[src/rtl/uncached_unit.sv]
// Uncached load/store responder: in-order request queue, one single-beat memory transaction at a time.
// Define UNCACHED_WRITE_POST_EN to complete stores at the write handshake instead of at wr_bvalid.
module uncached_unit #(
  parameter int unsigned QDEPTH = 2
) (
  input  logic        clk,
  input  logic        reset,
  input  logic        req,
  input  logic        wr,
  input  logic [1:0]  size,
  input  logic [3:0]  wstrb,
  input  logic [31:0] addr,
  input  logic [31:0] wdata,
  output logic        addr_ok,
  output logic        data_ok,
  output logic [31:0] rdata,
  output logic        rd_req,
  output logic [2:0]  rd_type,
  output logic [31:0] rd_addr,
  input  logic        rd_rdy,
  input  logic        ret_valid,
  input  logic        ret_last,
  input  logic [31:0] ret_data,
  output logic        wr_req,
  output logic [2:0]  wr_type,
  output logic [31:0] wr_addr,
  output logic [3:0]  wr_wstrb,
  output logic [31:0] wr_data,
  input  logic        wr_rdy,
  input  logic        wr_bvalid
);

  localparam int unsigned PW = (QDEPTH > 1) ? $clog2(QDEPTH) : 1;
  localparam int unsigned CW = $clog2(QDEPTH + 1);

  localparam logic [2:0] IDLE    = 3'd0;
  localparam logic [2:0] RD_REQ  = 3'd1;
  localparam logic [2:0] RD_WAIT = 3'd2;
  localparam logic [2:0] WR_REQ  = 3'd3;
  localparam logic [2:0] WR_WAIT = 3'd4;
  localparam logic [2:0] RESP    = 3'd5;

  typedef struct packed {
    logic        wr;
    logic [1:0]  size;
    logic [3:0]  wstrb;
    logic [31:0] addr;
    logic [31:0] wdata;
  } entry_t;

  entry_t          q_mem [QDEPTH];
  logic [PW-1:0]   wr_ptr_q, rd_ptr_q;
  logic [CW-1:0]   count_q, count_d;
  logic [2:0]      state_q, state_d;
  logic [31:0]     rdata_q;
  entry_t          head;
  logic            push, pop, next_wr;
  logic            rd_gate, wr_gate;
  logic [2:0]      wr_done_state;

  function automatic logic [PW-1:0] ptr_inc(input logic [PW-1:0] p);
    if (p == PW'(QDEPTH - 1)) return '0;
    return p + 1'b1;
  endfunction

  assign head    = q_mem[rd_ptr_q];
  assign addr_ok = (count_q != CW'(QDEPTH));
  assign push    = req & addr_ok;
  assign pop     = (state_q == RESP);
  // Head after this cycle's pop: the next queued entry, else an entry being pushed right now.
  assign next_wr = (count_q > CW'(1)) ? q_mem[ptr_inc(rd_ptr_q)].wr : wr;

`ifdef UNCACHED_WRITE_POST_EN
  logic [CW-1:0] wcnt_q;
  logic          wr_hs, wr_ret;

  assign wr_hs  = wr_req & wr_rdy;
  assign wr_ret = wr_bvalid & (wcnt_q != '0);

  always_ff @(posedge clk) begin
    if (reset) begin
      wcnt_q <= '0;
    end else begin
      unique case ({wr_hs, wr_ret})
        2'b10:   wcnt_q <= wcnt_q + 1'b1;
        2'b01:   wcnt_q <= wcnt_q - 1'b1;
        default: wcnt_q <= wcnt_q;
      endcase
    end
  end

  // Loads must not overtake posted stores still awaiting their write response.
  assign rd_gate       = (wcnt_q == '0);
  assign wr_gate       = (wcnt_q != '1);
  assign wr_done_state = RESP;
`else
  assign rd_gate       = 1'b1;
  assign wr_gate       = 1'b1;
  assign wr_done_state = WR_WAIT;
`endif

  always_comb begin
    state_d = state_q;
    unique case (state_q)
      IDLE: begin
        if (count_q != '0)  state_d = head.wr ? WR_REQ : RD_REQ;
        else if (push)      state_d = wr ? WR_REQ : RD_REQ;
      end
      RD_REQ:  if (rd_req && rd_rdy) state_d = RD_WAIT;
      RD_WAIT: if (ret_valid)        state_d = RESP;
      WR_REQ:  if (wr_req && wr_rdy) state_d = wr_done_state;
      WR_WAIT: if (wr_bvalid)        state_d = RESP;
      RESP: begin
        if ((count_q > CW'(1)) || push) state_d = next_wr ? WR_REQ : RD_REQ;
        else                            state_d = IDLE;
      end
      default: state_d = IDLE;
    endcase
  end

  always_comb begin
    unique case ({push, pop})
      2'b10:   count_d = count_q + 1'b1;
      2'b01:   count_d = count_q - 1'b1;
      default: count_d = count_q;
    endcase
  end

  always_ff @(posedge clk) begin
    if (reset) begin
      state_q  <= IDLE;
      count_q  <= '0;
      wr_ptr_q <= '0;
      rd_ptr_q <= '0;
      rdata_q  <= '0;
    end else begin
      state_q <= state_d;
      count_q <= count_d;
      if (push) wr_ptr_q <= ptr_inc(wr_ptr_q);
      if (pop)  rd_ptr_q <= ptr_inc(rd_ptr_q);
      if (state_q == RD_WAIT && ret_valid) rdata_q <= ret_data;
    end
  end

  always_ff @(posedge clk) begin
    if (push) q_mem[wr_ptr_q] <= '{wr: wr, size: size, wstrb: wstrb, addr: addr, wdata: wdata};
  end

  assign data_ok  = (state_q == RESP);
  assign rdata    = rdata_q;
  assign rd_req   = (state_q == RD_REQ) & rd_gate;
  assign rd_type  = {1'b0, head.size};
  assign rd_addr  = head.addr;
  assign wr_req   = (state_q == WR_REQ) & wr_gate;
  assign wr_type  = {1'b0, head.size};
  assign wr_addr  = head.addr;
  assign wr_wstrb = head.wstrb;
  assign wr_data  = head.wdata;

  ret_last_chk: assert property (@(posedge clk) disable iff (reset)
    (state_q == RD_WAIT && ret_valid) |-> ret_last);

endmodule

[config.mk]
export PLATFORM = sky130hd
export DESIGN_NAME = uncached_unit
export DESIGN_NICKNAME = d
export VERILOG_FILES = /design/src/rtl/uncached_unit.sv
export SDC_FILE = /design/constraint.sdc
export NUM_CORES = 1
export LEC_CHECK = 0
export CAP_MARGIN = 20
export CORE_AREA = 2 2 122 124
export CTS_BUF_LIST = sky130_fd_sc_hd__clkbuf_4 sky130_fd_sc_hd__clkbuf_8
export DETAILED_ROUTE_END_ITERATION = 10
export DIE_AREA = 0 0 124 126
export PLACE_DENSITY = 0.83
export SLEW_MARGIN = 20
export SYNTH_ARGS = -nofsm -noshare
export SYNTH_HDL_FRONTEND = slang
export SYNTH_SLANG_ARGS = --single-unit
[constraint.sdc]
create_clock -name clk -period 10 [get_ports clk]
set_input_delay 2.5 -clock clk [delete_from_list [all_inputs] [get_ports clk]]
set_output_delay 2.5 -clock clk [all_outputs]
set_load 0.05 [all_outputs]
==> run_results.csv <==
group,metric,value,unit
clocking,ctsResizeCount,0,
global_route,grt_start_max_net_pins,72,
hold_path,worstHoldPathCells,2,
sta,setup_viol,0,
logic_synthesis,yosys.area.top_type,"edfxtp_1",
routing,num_vias,4342,
critical_path,r2r_cells,6,
global_route,grt_pass1_vias,4501,
routing,drt_pass1_iterations,4,
critical_path,critPathLaunchType,"flop",
finish,diodes,0,
sta,max_freq,195,MHz
global_route,grt_pass1_wl,22.3,mm
flow_run,cap_viol_max_count,0,
global_route,antenna_found_initial,0,
logic_synthesis,synth_top_area_share,61.2,%
global_route,grt.overflow.total,0,
clocking,tritoncts,"yes",
routing,vias_per_cell,4.99,
hold_path,hold_path_class,"reg2reg",
logic_synthesis,syn_area,6970,sq um
clocking,clkLatencyLatePin,440,ps
logic_synthesis,ys_types,30,
place,numPortBuffers,249,
die,die_h,126,um
finish,mostFrequentLayoutCells,"249 x clkdlybuf4s50_1, 142 x edfxtp_1, 70 x mux2_2",
die,core,14300,sq um
outcome,status,"complete, no violations",
clocking,clockBufferDepth,2,
die,die_x,124,um
sta,layout_min_cycle_time,5120,ps
sta,finalClockSkew,8.90,ps
sta,tightest_slew,1010,ps
logic_synthesis,synth_edf_count,142,
sta,slew_viol_final,0,
critical_path,critical_path_class,"reg2out",
sta,fin_setup_tns,0,ps
finish,nFillCells,958,
routing,antenna_left,0,
logic_synthesis,async_flop_share,0,%
logic_synthesis,synth-main-ff-cell,"edfxtp_1",
logic_synthesis,yosysSeqAreaShare,72.7,%
logic_synthesis,synth_top_cells_by_area,"edfxtp_1 61%, dfxtp_1 11%, mux2_2 11%",
sta,slew_headroom,32.9,%
logic_synthesis,synth_cells,460,
critical_path,cp_max_fo,71,
place,detailed_place_hpwl,9.98,mm
finish,final_core_util,68.5,%
clocking,path_clk_slew,90,ps
logic_synthesis,syn_avg_cell_area,15.1,sq um
die,die_area,15600,sq um
clocking,clock-sinks,182,
die,io_pins,253,
clocking,root_buffer,"clkbuf_8",
clocking,cts_buffers,17,
routing,wl,14.7,mm
finish,area_growth,40.7,%
clocking,postCtsSetupBuffers,0,
sta,fin_crit_sh,51.2,%
power_and_ir_drop,p_leak,0.00332,uW
critical_path,end_kind,"output pin",
critical_path,critPathArrivalTime,2620,ps
die,start_util,48.7,%
routing,detail_route.iter0.violations,314,
clocking,cts_hold_buf,0,
clocking,cts.htree.levels,4,
critical_path,required,7500,ps
power_and_ir_drop,vdd_drop_max,0.114,mV
sta,rsz0062_at_grt,"no",
logic_synthesis,synth_seq_cells,182,
finish,layout_commonest_cell,"clkdlybuf4s50_1",
sta,hold_viol,0,
power_and_ir_drop,p_per_area,241,nW/um^2
place,finalWeightedCongestion,0.772,
routing,wl_per_cell,16.8,um
finish,drive_above_1_share,16.2,%
logic_synthesis,yosysWarnings,0,
finish,layout.nets,789,
global_route,grt_use_total,18.8,%
routing,drc_errors,0,
die,rows,44,
==> critical path, stage by stage, from the launching register on <==
cell             delay (ps)
dfxtp_4                1000
mux2_2                  450
clkdlybuf4s50_1         710
==> state kept, by name, summed over array words and instances (netlist names), named ones only <==
register	flops
count_q	2
q_mem	142
rd_ptr_q	1
rdata	32
state_q	3
wr_ptr_q	1
==> path summary, 6_finish.rpt <==
path / start / end / slack [ps]
setup / recovery: flop / rd_addr[3] / 4880
hold / removal: rdata[1]$_SDFFE_PP0P_ / rdata[1]$_SDFFE_PP0P_ / 460
setup reg to reg: count_q[0]$_SDFFE_PP0P_ / q_mem[0][64]$_DFFE_PP_ / 7270
hold reg to reg: rdata[1]$_SDFFE_PP0P_ / rdata[1]$_SDFFE_PP0P_ / 460
==> through the flow <==
| step | power [uW] | hold slack [ps] | setup slack [ps] | std cells | cell area, sq um |
|---|---|---|---|---|---|
| 2_1_floorplan | 1600 | 497 | 3750 | 461 | 6970 |
| 5_1_grt | 2460 | 488 | 4710 | 871 | 9810 |
| 4_1_cts | 2390 | 460 | 4800 | 871 | 9800 |
| 3_3_place_gp | 1830 | 441 | 5000 | 839 | 9360 |
| 6_report | 2360 | 458 | 4880 | 871 | 9810 |
| 3_5_place_dp | 1850 | 448 | 4970 | 839 | 9360 |
==> kinds of logic (layout without fill, tap and decap cells) <==
kind of cell / after synthesis / after routing / share of synthesized area [%]
DFF: 182 / 182 / 72.7
and+or+nand+nor: 88 / 88 / 5.14
muxes: 74 / 74 / 11.9
buffers and inverters: 64 / 290 / 5.64
AOI/OAI and AO/OA: 43 / 43 / 3.36
adders and majority gates: 4 / 4 / 0.718
xor gates and xnor gates: 4 / 4 / 0.503
other: 1 / 2 / 0.0538
==> synthesized netlist by cell type (2+ instances only) <==
library cell,n
buf_2,6
a211oi_1,4
nor2_1,9
mux2i_1,3
ha_1,4
edfxtp_1,142
buf_4,36
nor3_1,4
a31oi_1,2
xor2_1,2
mux2_2,70
xnor2_1,2
nand2_1,66
a21oi_1,35
clkbuf_1,14
inv_1,6
nand3_1,3
dfxtp_1,40
==> where the power goes <==
part | internal, uW | leakage [uW] | total (uW) | switching [uW]
Clock | 279 | 0.000221 | 538 | 259
Combinational | 294 | 0.00145 | 847 | 553
Sequential | 931 | 0.00165 | 981 | 50.0
==> metal layers <==
layer / vias to the layer above / wire [um] / GRT usage, %
met5: - / 0 / 0
li1: 2045 / - / -
met3: 21 / 1500 / 7.61
met1: 2076 / 5450 / 19.5
met2: 200 / 7460 / 33.5
met4: 0 / 261 / 7.20
==> area by class of cell <==
cell class | instances | area [sq um] | share of cell area, %
inverters | 7 | 28.8 | 0.293
clock inverters | 14 | 200 | 2.04
well taps | 184 | 230 | 2.35
flip-flops and latches | 182 | 5070 | 51.7
multi-input cells | 215 | 1530 | 15.6
clock buffers | 18 | 241 | 2.46
repair buffers | 251 | 2510 | 25.6
(Power assumes the default switching activity.)
